File: src/rtl/div_unit.sv
// Multi-cycle radix-2 restoring divider: quotient to lo, remainder to hi.
// Holds the pipeline via stall while an operation is in PREP or RUN.
module div_unit #(
   parameter int WIDTH = 32,
   parameter int CNT_W = 6
) (
   input  logic             clk,
   input  logic             rst,
   input  logic             start,
   input  logic             is_signed,
   input  logic             cancel,
   input  logic [WIDTH-1:0] a,
   input  logic [WIDTH-1:0] b,
   output logic             stall,
   output logic             busy,
   output logic             valid,
   output logic [WIDTH-1:0] hi,
   output logic [WIDTH-1:0] lo
);

   typedef enum logic [1:0] {IDLE, PREP, RUN, DONE} state_t;

   state_t           state_reg, state_next;
   logic [CNT_W-1:0] cnt_reg;
   logic [WIDTH-1:0] a_reg, b_reg, quo_reg;
   logic [WIDTH:0]   rem_reg, dvs_reg;
   logic             signed_reg, neg_q_reg, neg_r_reg;

   logic             accept;
   logic [WIDTH-1:0] a_mag;
   logic [WIDTH:0]   b_mag;
   logic [WIDTH+1:0] shifted, diff;
   logic             ge;
   logic [WIDTH:0]   rem_step;
   logic [WIDTH-1:0] quo_step, lo_fin, hi_fin;

   assign accept = start & (state_reg == IDLE) & ~cancel;
   assign stall  = accept | (state_reg == PREP) | (state_reg == RUN);

   // Magnitudes; the divisor keeps an extra bit so |most-negative| is exact.
   assign a_mag = (signed_reg & a_reg[WIDTH-1]) ? -a_reg : a_reg;
   assign b_mag = (signed_reg & b_reg[WIDTH-1]) ? -{1'b1, b_reg} : {1'b0, b_reg};

   // One restoring step: shift in the next dividend bit, trial subtract.
   assign shifted  = {rem_reg, quo_reg[WIDTH-1]};
   assign diff     = shifted - {1'b0, dvs_reg};
   assign ge       = ~diff[WIDTH+1];
   assign rem_step = ge ? diff[WIDTH:0] : shifted[WIDTH:0];
   assign quo_step = {quo_reg[WIDTH-2:0], ge};

   // Divide by zero bypasses sign correction entirely.
   always_comb begin
      lo_fin = neg_q_reg ? -quo_step : quo_step;
      hi_fin = neg_r_reg ? -rem_step[WIDTH-1:0] : rem_step[WIDTH-1:0];
      if (dvs_reg == '0) begin
         lo_fin = '1;
         hi_fin = a_reg;
      end
   end

   always_comb begin
      state_next = state_reg;
      case (state_reg)
         IDLE:    if (accept) state_next = PREP;
         PREP:    state_next = cancel ? IDLE : RUN;
         RUN: begin
            if (cancel)                    state_next = IDLE;
            else if (cnt_reg == CNT_W'(1)) state_next = DONE;
         end
         DONE:    state_next = IDLE;
         default: state_next = IDLE;
      endcase
   end

   always_ff @(posedge clk) begin
      if (rst) begin
         state_reg  <= IDLE;
         cnt_reg    <= '0;
         busy       <= 1'b0;
         valid      <= 1'b0;
         hi         <= '0;
         lo         <= '0;
         a_reg      <= '0;
         b_reg      <= '0;
         quo_reg    <= '0;
         rem_reg    <= '0;
         dvs_reg    <= '0;
         signed_reg <= 1'b0;
         neg_q_reg  <= 1'b0;
         neg_r_reg  <= 1'b0;
      end else begin
         state_reg <= state_next;
         busy      <= (state_next == PREP) || (state_next == RUN);
         valid     <= (state_next == DONE);
         if (accept) begin
            a_reg      <= a;
            b_reg      <= b;
            signed_reg <= is_signed;
         end
         if (state_reg == PREP) begin
            quo_reg   <= a_mag;
            dvs_reg   <= b_mag;
            rem_reg   <= '0;
            neg_q_reg <= signed_reg & (a_reg[WIDTH-1] ^ b_reg[WIDTH-1]);
            neg_r_reg <= signed_reg & a_reg[WIDTH-1];
            cnt_reg   <= CNT_W'(WIDTH);
         end
         if (state_reg == RUN && !cancel) begin
            rem_reg <= rem_step;
            quo_reg <= quo_step;
            cnt_reg <= cnt_reg - CNT_W'(1);
            if (cnt_reg == CNT_W'(1)) begin
               hi <= hi_fin;
               lo <= lo_fin;
            end
         end
      end
   end

endmodule

File: config.mk
export PLATFORM = sky130hd
export DESIGN_NAME = div_unit
export DESIGN_NICKNAME = d
export VERILOG_FILES = /design/src/rtl/div_unit.sv
export SDC_FILE = /design/constraint.sdc
export NUM_CORES = 1
export LEC_CHECK = 0
export BUFFER_PORTS_ARGS = -buffer_cell sky130_fd_sc_hd__clkbuf_2
export CAP_MARGIN = 15
export CELL_PAD_IN_SITES_DETAIL_PLACEMENT = 1
export CELL_PAD_IN_SITES_GLOBAL_PLACEMENT = 1
export CORE_MARGIN = 2
export CORE_UTILIZATION = 49
export CTS_BUF_LIST = sky130_fd_sc_hd__clkbuf_8
export DETAILED_ROUTE_END_ITERATION = 8
export PLACE_DENSITY = 0.91
export SLEW_MARGIN = 10
export SYNTH_ARGS = -nofsm -noshare
export SYNTH_HDL_FRONTEND = slang
export SYNTH_SLANG_ARGS = --single-unit
File: constraint.sdc
create_clock -name clk -period 15.05 [get_ports clk]
set_input_delay 1.505 -clock clk [delete_from_list [all_inputs] [get_ports clk]]
set_output_delay 1.505 -clock clk [all_outputs]
set_load 0.005 [all_outputs]
==> impl_metrics.ini, run 1 <==
[outcome]
outcome = finished clean

[global_route]
gr-total-overflow = 0
antenna_found_initial = 0
grt_use_total = 0.333
grt_pass1_wl_microns = 82800
grt_start_max_net_pins = 112
grt_pass1_vias = 15300

[floorplanning]
io_pins = 136
fp.dieW_microns = 175
dieArea_sq_um = 30800
core_region_area_sq_um = 28900
chipHeight_microns = 175
initial_utilization = 0.499
fp-row-count = 62

[clock_tree]
clock_latency_ps = 580
post_cts_resize_count = 0
clk_pin_slew_worst_paths_ps = 60
cts.root.buffer_cell = clkbuf_8
postCtsHoldBufs = 0
cts_buffer_depth = 3
tritoncts = yes
postCtsSetupBuffers = 0
cts_inserted_buffers = 42
htreeDepth = 2
cts.sinks = 239

[power]
p_sw_frac = 0.335
seq_power_share = 0.383
ir_drop_mv = 0.0843
power_frac_comb = 0.228
p_total_mw = 1.74
p_leak_nw = 6.22
switching_power_mw = 0.583
pwr-share-clk = 0.389
powerDensity_nw_per_um2 = 108
intPower_mw = 1.16

[critical_path]
reg2regPathDepth = 17
cp_max_fo = 28
endpoint_kind = flip-flop
critPathArrivalTime_ps = 6180
critical_path.startpoint_type = flip-flop
required_ps = 15530
critPathKind = flip-flop to flip-flop
reg2reg_slack_ps = 9350
reg2reg_from = dvs_reg[26]
r2r_end = hi[26]

[synth]
synth_ff_type = dfxtp_1
yosysSeqAreaShare = 0.332
synth.net_count = 2006
ys_warn_count = 0
async_reset_ff_frac = 0
syn_area_sq_um = 14400
synth_cells = 1896
synth_edf_count = 0
synth-seq-cells = 239
synth_commonest_cells = nand2_1 (295), dfxtp_1 (239), nor2_1 (203)
synth_top_area_frac = 0.332
synth_top_area_cell = dfxtp_1
synth_area_per_cell_sq_um = 7.60
synth_area_leaders = dfxtp_1 (33%), nand2_1 (7.7%), a21oi_1 (6.9%)
synth_cell_types = 83
yosysMostFrequentCell = nand2_1

[route]
drt-initial-drc-count = 1330
dr.pass1.iters = 5
dr_total_vias = 15100
routed_via_density = 6.34
wl_microns = 52600
post-route-drc-count = 0
wire_per_inst_microns = 22.1
antenna_left = 0

[timing]
hold_viol = 0
fin_crit_sh = 0.379
timing.final.crit_period_ps = 5700
tightestPinTransition_ps = 1120
relSlewSlack = 0.248
setup_tns_ps = 0
worst_hold_slack_ps = 478
setup_violations = 0
finalClockSkew_ps = 53.8
max_clock_freq_ghz = 0.175
finalMaxSlewViolations = 0
rsz0062_at_grt = false

[finish]
layout-drive-gt1-share = 0.135
antenna_cells = 0
area_delta_synth_final_pct = 12.1
finalNetCount = 2076

[place]
gp_congestion = 0.960
port_buffers = 135
dp_hpwl_microns = 36900

[run]
drv_cap = 0

[worst_hold_path]
whs_endpoint = hi[6]
min_path_type = flip-flop to flip-flop
hold_path_depth = 2
min_from = hi[6]
==> metrics by stage <==
stage | std cells | util | area, sq um | worst slack [ps]
after detailed placement | 2306 | 0.527 | 15200 | 9680
after global placement | 2306 | 0.527 | 15200 | 9880
after global routing | 2381 | 0.559 | 16100 | 9070
after CTS | 2381 | 0.559 | 16100 | 9520
final | 2381 | 0.559 | 16100 | 9350
after floorplan | 1896 | - | 14400 | 10210
==> worst max-delay path: stages, from the launching register on <==
cell,delay (ps)
dfxtp_1,360
inv_1,50
ha_1,460
nand4_1,220
or4_4,580
a2111oi_4,330
o31a_1,640
nor2_4,80
inv_2,430
nor2_1,90
a21oi_1,240
ha_1,250
inv_1,110
a221o_1,370
or4_1,590
nor3_1,200
mux2_2,380
o22ai_1,210
==> worst max-delay path by stage <==
stage              to  cells past startpoint  slack [ps]   startpoint
2_1_floorplan  hi[22]                     18       10210  dvs_reg[29]
3_3_place_gp   hi[22]                     17        9880  dvs_reg[26]
3_5_place_dp   hi[30]                     17        9680  dvs_reg[26]
4_1_cts        hi[26]                     17        9520  dvs_reg[26]
5_1_grt        hi[22]                     17        9070  dvs_reg[26]
6_report       hi[26]                     17        9350  dvs_reg[26]
==> cell usage in the layout (no fill, tap or decap), drive strengths merged, types with 19 or more instances in the layout <==
cell	n
nand2	295
dfxtp	239
a21oi	205
nor2	204
clkbuf	193
xor2	74
a211oi	74
inv	68
o21ai	66
xnor2	49
ha	40
a22oi	37
a31oi	33
nor3	32
nand3	32
nor4	32
o31ai	30
mux2i	28
or3	20
a311oi	19
o22ai	19
==> metal layers <==
layer,wire (microns),GRT usage
met1,22500,0.429
met3,3600,0.0556
met4,1980,0.129
met5,0,0
met2,24500,0.557
==> power groups by stage <==
stage	Sequential, mW	Combinational (mW)	Clock (mW)
floorplan	0.673	0.270	0
global placement	0.679	0.365	0
detailed placement	0.680	0.377	0
CTS	0.666	0.385	0.682
global route	0.669	0.424	0.710
finish	0.667	0.397	0.677
==> kinds of logic (layout without fill, tap and decap cells) <==
logic type / count (synthesis) / count (layout) / synth area share
adder cells (fa/ha/maj): 41 / 41 / 0.0361
flip-flops: 239 / 239 / 0.332
AND/OR/NAND/NOR: 706 / 706 / 0.220
AO/OA/AOI/OAI: 568 / 568 / 0.261
XOR/XNOR: 123 / 123 / 0.0748
buffers and inverters: 185 / 286 / 0.0516
multiplexers: 34 / 34 / 0.0241
==> final cells by class <==
class / instances / area, sq um
clock inverters: 16 / 131
well taps: 384 / 480
fillers: 3692 / 12700
flip-flops and latches: 239 / 4790
repair buffers: 152 / 810
clock buffers: 59 / 812
multi-input cells: 1472 / 8900
inverters: 59 / 221
Note: power is estimated with default switching activity, not from simulation.
==> inputs of run 2 (changes only) <==
--- a/config.mk
+++ b/config.mk
@@ -10,10 +10,10 @@
 export CELL_PAD_IN_SITES_DETAIL_PLACEMENT = 1
 export CELL_PAD_IN_SITES_GLOBAL_PLACEMENT = 1
 export CORE_MARGIN = 2
-export CORE_UTILIZATION = 49
+export CORE_UTILIZATION = 41
 export CTS_BUF_LIST = sky130_fd_sc_hd__clkbuf_8
 export DETAILED_ROUTE_END_ITERATION = 8
-export PLACE_DENSITY = 0.91
+export PLACE_DENSITY = 0.81
 export SLEW_MARGIN = 10
 export SYNTH_ARGS = -nofsm -noshare
 export SYNTH_HDL_FRONTEND = slang
==> constraint.sdc (replaced) <==
create_clock -name clk -period 5.1 [get_ports clk]
set_input_delay 0.51 -clock clk [delete_from_list [all_inputs] [get_ports clk]]
set_output_delay 0.51 -clock clk [all_outputs]
set_load 0.005 [all_outputs]
==> run 2 against run 1 <==
- critical path depth did not move
- largest power group unchanged
- die area up 19%
- sequential power grew to 3.0 times the previous value
- first-iteration DRC count down 25%
- non-clock buffer count is 10 higher
- via count down 2.5%
- highest routed layer is now met5
- combinational power rose to 2.9 times the previous value
- register-to-register slack got worse by 9100 ps
- sequential cell count stayed put
- sequential share of layout area shrank 0.47 points
- clock skew shrank 12 ps
==> impl_metrics.ini, run 2 (synthesis results as in run 1) <==
[critical_path]
path_cells = inv_1 -> ha_1 -> nand4_1 -> or4_4 -> a2111oi_4 -> o31a_1 -> nor2_4 -> inv_2 -> nor2_1 -> a21oi_1 -> ha_1 -> inv_1 -> a221o_1 -> or4_1 -> nor3_1 -> mux2_1 -> o22ai_1
path_delay_family = simple AND/OR/NAND/NOR gates
endpoint_kind = flip-flop
cpMaxStageDelayCell = or4_4
critical_path.startpoint_type = flip-flop
required_ps = 5630
critPathMaxStageDelay_ps = 590
cp_max_fo = 8
critPathKind = flip-flop to flip-flop
critPathArrivalTime_ps = 5330
critPathBufInv = 3
reg2reg_slack_ps = 290

[timing]
finalMaxSlewViolations = 0
timing.final.crit_period_ps = 4810
rsz0062_at_grt = false
max_clock_freq_ghz = 0.208
hold_viol = 0
finalClockSkew_ps = 41.6
tightestPinTransition_ps = 1190
fin_crit_sh = 0.943
relSlewSlack = 0.207
setup_tns_ps = 0
setup_violations = 0
worst_slack_ps = 291

[clock_tree]
postCtsHoldBufs = 0
clock_latency_ps = 630
post_cts_resize_count = 0
tritoncts = yes
cts.sinks = 239
cts_buffer_depth = 3
clk_pin_slew_worst_paths_ps = 60
postCtsSetupBuffers = 0
cts_inserted_buffers = 47
htreeDepth = 2
cts.root.buffer_cell = clkbuf_8

[finish]
layout-drive-gt1-share = 0.140
area_delta_synth_final_pct = 13.9
design_area_sq_um = 16400
final_cell_mix = nand2_1 (295), dfxtp_1 (239), nor2_1 (201)
nFillCells = 4384
final_common_cell = nand2_1
antenna_cells = 0
finalNetCount = 2091

[global_route]
grt_use_total = 0.276
grt_start_max_net_pins = 147
antenna_found_initial = 1
grt_pass1_vias = 14600
grt_pass1_wl_microns = 80100
gr-total-overflow = 0

[route]
dr.pass1.iters = 5
wire_per_inst_microns = 20.6
route.met2.wl_microns = 23100
post-route-drc-count = 0
dr_total_vias = 14700
wl_met1_microns = 23300
routed_via_density = 5.96
maxUsedRoutingLayer = met5
routed-wl-met3_microns = 2720
drt-initial-drc-count = 998
wl_microns = 50800
antenna_left = 0

[place]
dpl-instance-area_sq_um = 15400
dp_hpwl_microns = 36800
pre_cts_ws_ps = 193
port_buffers = 135
gp_congestion = 0.944

[floorplanning]
io_pins = 136
initial_utilization = 0.417
chipHeight_microns = 191
dieArea_sq_um = 36600
fp-row-count = 68
fp.dieW_microns = 191
core_region_area_sq_um = 34500

[run]
drv_cap = 0

[worst_hold_path]
min_path_type = primary input to flip-flop

[power]
ir_drop_mv = 0.225
p_leak_nw = 6.33
powerDensity_nw_per_um2 = 320

[outcome]
outcome = finished clean
-- run 2: changes by cell type in the layout (fill, tap and decap cells not counted), sizes merged --
cell      delta
buf         +10
inv          +6
bufinv       +1
clkbuf       +1
clkinvlp     +1
-- run 2: area by class of cell --
class | count | area, sq um | share of cell area
repair buffers | 162 | 892 | 0.0544
clock buffers | 60 | 826 | 0.0504
well taps | 455 | 569 | 0.0347
flip-flops and latches | 239 | 4780 | 0.292
multi-input cells | 1472 | 8920 | 0.544
inverters | 59 | 221 | 0.0135
clock inverters | 24 | 186 | 0.0114
-- run 2: worst paths after layout --
check | start | to | cells after the start
hold / removal | a[3] | a_reg[3] | 3
hold reg to reg | hi[5] | hi[5] | 2
setup reg to reg | dvs_reg[26] | hi[22] | 17
setup / recovery | dvs_reg[26] | hi[22] | 17
-- run 2: stage by stage --
stage,total power [mW],utilization,std cells,hold WS [ps]
after CTS,5.26,0.474,2470,92.9
after floorplan,2.79,-,1896,436
final,5.24,0.475,2471,117
after global routing,5.46,0.475,2471,111
after global placement,3.10,0.445,2386,447
after detailed placement,3.14,0.445,2386,454
-- run 2: routing by layer --
layer | GRT usage | up-vias
met5 | 0 | -
met4 | 0.0959 | 2
met3 | 0.0529 | 116
met2 | 0.447 | 394
met1 | 0.366 | 7227
li1 | - | 6978
-- run 2: power breakdown --
group / internal (mW) / total, mW / switching, mW
clock network: 1.21 / 2.11 / 0.903
registers: 1.91 / 1.97 / 0.0562
logic: 0.390 / 1.17 / 0.775
-- run 2: worst reg2reg max path, stage by stage, from the launching register on --
cell and delay, ps:
dfxtp_1 350, inv_1 50, ha_1 470, nand4_1 210, or4_4 590, a2111oi_4 330, o31a_1 250, nor2_4 80
inv_2 100, nor2_1 40, a21oi_1 230, ha_1 230, inv_1 90, a221o_1 380, or4_1 590, nor3_1 230
mux2_1 360, o22ai_1 140
==> inputs of run 3 (changes only) <==
--- a/config.mk
+++ b/config.mk
@@ -5,15 +5,17 @@
 export SDC_FILE = /design/constraint.sdc
 export NUM_CORES = 1
 export LEC_CHECK = 0
+export ABC_AREA = 1
 export BUFFER_PORTS_ARGS = -buffer_cell sky130_fd_sc_hd__clkbuf_2
 export CAP_MARGIN = 15
 export CELL_PAD_IN_SITES_DETAIL_PLACEMENT = 1
 export CELL_PAD_IN_SITES_GLOBAL_PLACEMENT = 1
 export CORE_MARGIN = 2
-export CORE_UTILIZATION = 41
+export CORE_UTILIZATION = 44
 export CTS_BUF_LIST = sky130_fd_sc_hd__clkbuf_8
 export DETAILED_ROUTE_END_ITERATION = 8
-export PLACE_DENSITY = 0.81
+export HOLD_SLACK_MARGIN = 0.1
+export PLACE_DENSITY = 0.86
 export SLEW_MARGIN = 10
 export SYNTH_ARGS = -nofsm -noshare
 export SYNTH_HDL_FRONTEND = slang
==> constraint.sdc (replaced) <==
create_clock -name clk -period 4.6 [get_ports clk]
set_input_delay 0.46 -clock clk [delete_from_list [all_inputs] [get_ports clk]]
set_output_delay 0.46 -clock clk [all_outputs]
set_load 0.005 [all_outputs]
==> run 3 against run 2 <==
- routed wire length increased by 23%
- sequential cell count unchanged
- worst setup slack improved by 89 ps
- utilization is 3.9 points higher
- via count increased by 17%
- synthesized cell count grew 29%
- first-iteration DRC count up 30%
- non-clock buffer count rose by 17
- critical path depth is 13 higher
- sequential power increased by 12%
- largest cell class unchanged
- largest power group unchanged
==> impl_metrics.ini, run 3 <==
[outcome]
outcome = finished clean

[route]
antenna_left = 0
drt-initial-drc-count = 1301
wl_microns = 62600
dr_total_vias = 17200
post-route-drc-count = 0
routed_via_density = 5.63
dr.pass1.iters = 5
wire_per_inst_microns = 20.4

[synth]
synth_area_leaders = dfxtp_1 (31%), nand2_1 (18%), inv_1 (7.1%)
synth_edf_count = 0
yosysSeqAreaShare = 0.314
synth_ff_type = dfxtp_1
ys_warn_count = 0
synth_cell_types = 49
yosysMostFrequentCell = nand2_1
synth_mux_area_frac = 0
synth-seq-cells = 239
synth_cells = 2455
synth_top_area_frac = 0.314
synthXorXnorAreaFrac = 0.0403
synth_top_area_cell = dfxtp_1
synth_commonest_cells = nand2_1 (720), inv_1 (290), dfxtp_1 (239)
synth_area_per_cell_sq_um = 6.20
synth_fa_ha_area_frac = 0.0342
synth.net_count = 2565
async_reset_ff_frac = 0
syn_area_sq_um = 15200
synth_compound_area_frac = 0.185
synth_top_family_by_area = simple AND/OR/NAND/NOR gates
synth_simple_gate_area_frac = 0.323

[power]
p_total_mw = 6.23
ir_drop_mv = 0.221
p_sw_frac = 0.381
pwr-share-clk = 0.355
seq_power_share = 0.354
power_frac_comb = 0.291
intPower_mw = 3.86
powerDensity_nw_per_um2 = 353
p_leak_nw = 8.39
switching_power_mw = 2.37

[timing]
relSlewSlack = 0.348
max_clock_freq_ghz = 0.237
fin_crit_sh = 0.917
tightestPinTransition_ps = 977
worst_slack_ps = 380
rsz0062_at_grt = false
setup_violations = 0
finalMaxSlewViolations = 0
finalClockSkew_ps = 14.0
setup_tns_ps = 0
hold_viol = 0
timing.final.crit_period_ps = 4220

[clock_tree]
cts.sinks = 239
clock_latency_ps = 640
tritoncts = yes
clk_pin_slew_worst_paths_ps = 60
htreeDepth = 2
cts.root.buffer_cell = clkbuf_8
cts_inserted_buffers = 44
cts_buffer_depth = 3

[worst_hold_path]
hold_path_depth = 3
min_from = a[18]
whs_endpoint = a_reg[18]
min_path_type = primary input to flip-flop

[place]
gp_congestion = 0.939
dpl-instance-area_sq_um = 16200
port_buffers = 135
dp_cells = 2959
dp_hpwl_microns = 46300
pre_cts_ws_ps = 240

[finish]
nFillCells = 4724
design_area_sq_um = 17600
fin_cells = 3061
layout-drive-gt1-share = 0.122
finalNetCount = 2682
area_delta_synth_final_pct = 15.7
final_common_cell = nand2_1
antenna_cells = 0
final_cell_mix = nand2_1 (716), inv_1 (300), dfxtp_1 (239)

[floorplanning]
dieArea_sq_um = 36100
fp.dieW_microns = 190
fp-row-count = 68
io_pins = 136
chipHeight_microns = 190
core_region_area_sq_um = 34300
initial_utilization = 0.444

[global_route]
gr-total-overflow = 0
grt_use_total = 0.343
grt_pass1_vias = 17400
antenna_found_initial = 0
grt_start_max_net_pins = 102
grt_pass1_wl_microns = 96500

[critical_path]
endpoint_kind = flip-flop
r2r_end = lo[30]
reg2reg_from = dvs_reg[12]
critPathMaxStageDelay_ps = 340
reg2reg_slack_ps = 380
reg2regPathDepth = 30
cpMaxStageDelayCell = dfxtp_1
critPathArrivalTime_ps = 4800
critPathKind = flip-flop to flip-flop
cp_max_fo = 10
critical_path.startpoint_type = flip-flop
cp_common_cell = nand2_1
required_ps = 5180

[run]
drv_cap = 0
run 3: through the flow:
stage / util / hold slack, ps
floorplan: - / 442
global placement: 0.472 / 454
detailed placement: 0.472 / 460
CTS: 0.505 / 101
global route: 0.514 / 118
finish: 0.514 / 115
run 3: what timing repair did:
| item | 4_1_cts | 5_1_grt |
|---|---|---|
| setup endpoints to repair | 0 | 4 |
| endpoints found under the hold margin | 18 | 0 |
| setup buffers | 0 | 2 |
| hold buffers | 18 | 0 |
| resized for setup | 0 | 39 |
run 3: per-layer routing:
layer  global-route usage  part of all wire
met1                0.447              0.44
met2                0.575              0.47
met3               0.0502             0.059
met4                0.127             0.032
met5                    0                 0
run 3: cell families (layout without fill, tap and decap cells):
group / Yosys count / count (layout)
adders and majority gates: 41 / 41
xor gates and xnor gates: 70 / 70
DFF: 239 / 239
and+or+nand+nor: 1186 / 1186
AOI/OAI and AO/OA: 514 / 514
buffers and inverters: 405 / 556
run 3: layout make-up:
cell class              count  area [sq um]  share of cell area
repair buffers            179          1090              0.0621
flip-flops and latches    239          4780               0.272
clock inverters            22           139             0.00788
multi-input cells        1811          9120               0.518
clock buffers              58           798              0.0453
inverters                 297          1120              0.0633
well taps                 455           569              0.0323
run 3: worst max path at each step:
stage / start / endpoint / slack [ps] / cells after the start
floorplan: dvs_reg[8] / lo[30] / 700 / 29
global placement: dvs_reg[16] / lo[30] / 370 / 28
detailed placement: dvs_reg[15] / lo[30] / 240 / 28
CTS: dvs_reg[16] / lo[30] / 150 / 28
global route: dvs_reg[12] / lo[30] / 7 / 30
finish: dvs_reg[12] / lo[30] / 380 / 30
run 3: power by group through the flow:
stage | logic, mW | clock network (mW) | registers [mW]
2_1_floorplan | 1.20 | 0 | 2.22
3_3_place_gp | 1.67 | 0 | 2.24
3_5_place_dp | 1.71 | 0 | 2.25
4_1_cts | 1.74 | 2.22 | 2.20
5_1_grt | 2.00 | 2.31 | 2.21
6_report | 1.81 | 2.21 | 2.20
run 3: critical path, delay by kind of cell (launching register included):
| family | cells | cell delay [ps] |
|---|---|---|
| and+or+nand+nor | 20 | 2580 |
| adders and majority gates | 2 | 530 |
| AOI/OAI and AO/OA | 4 | 420 |
| DFF | 1 | 340 |
| buffers and inverters | 4 | 290 |
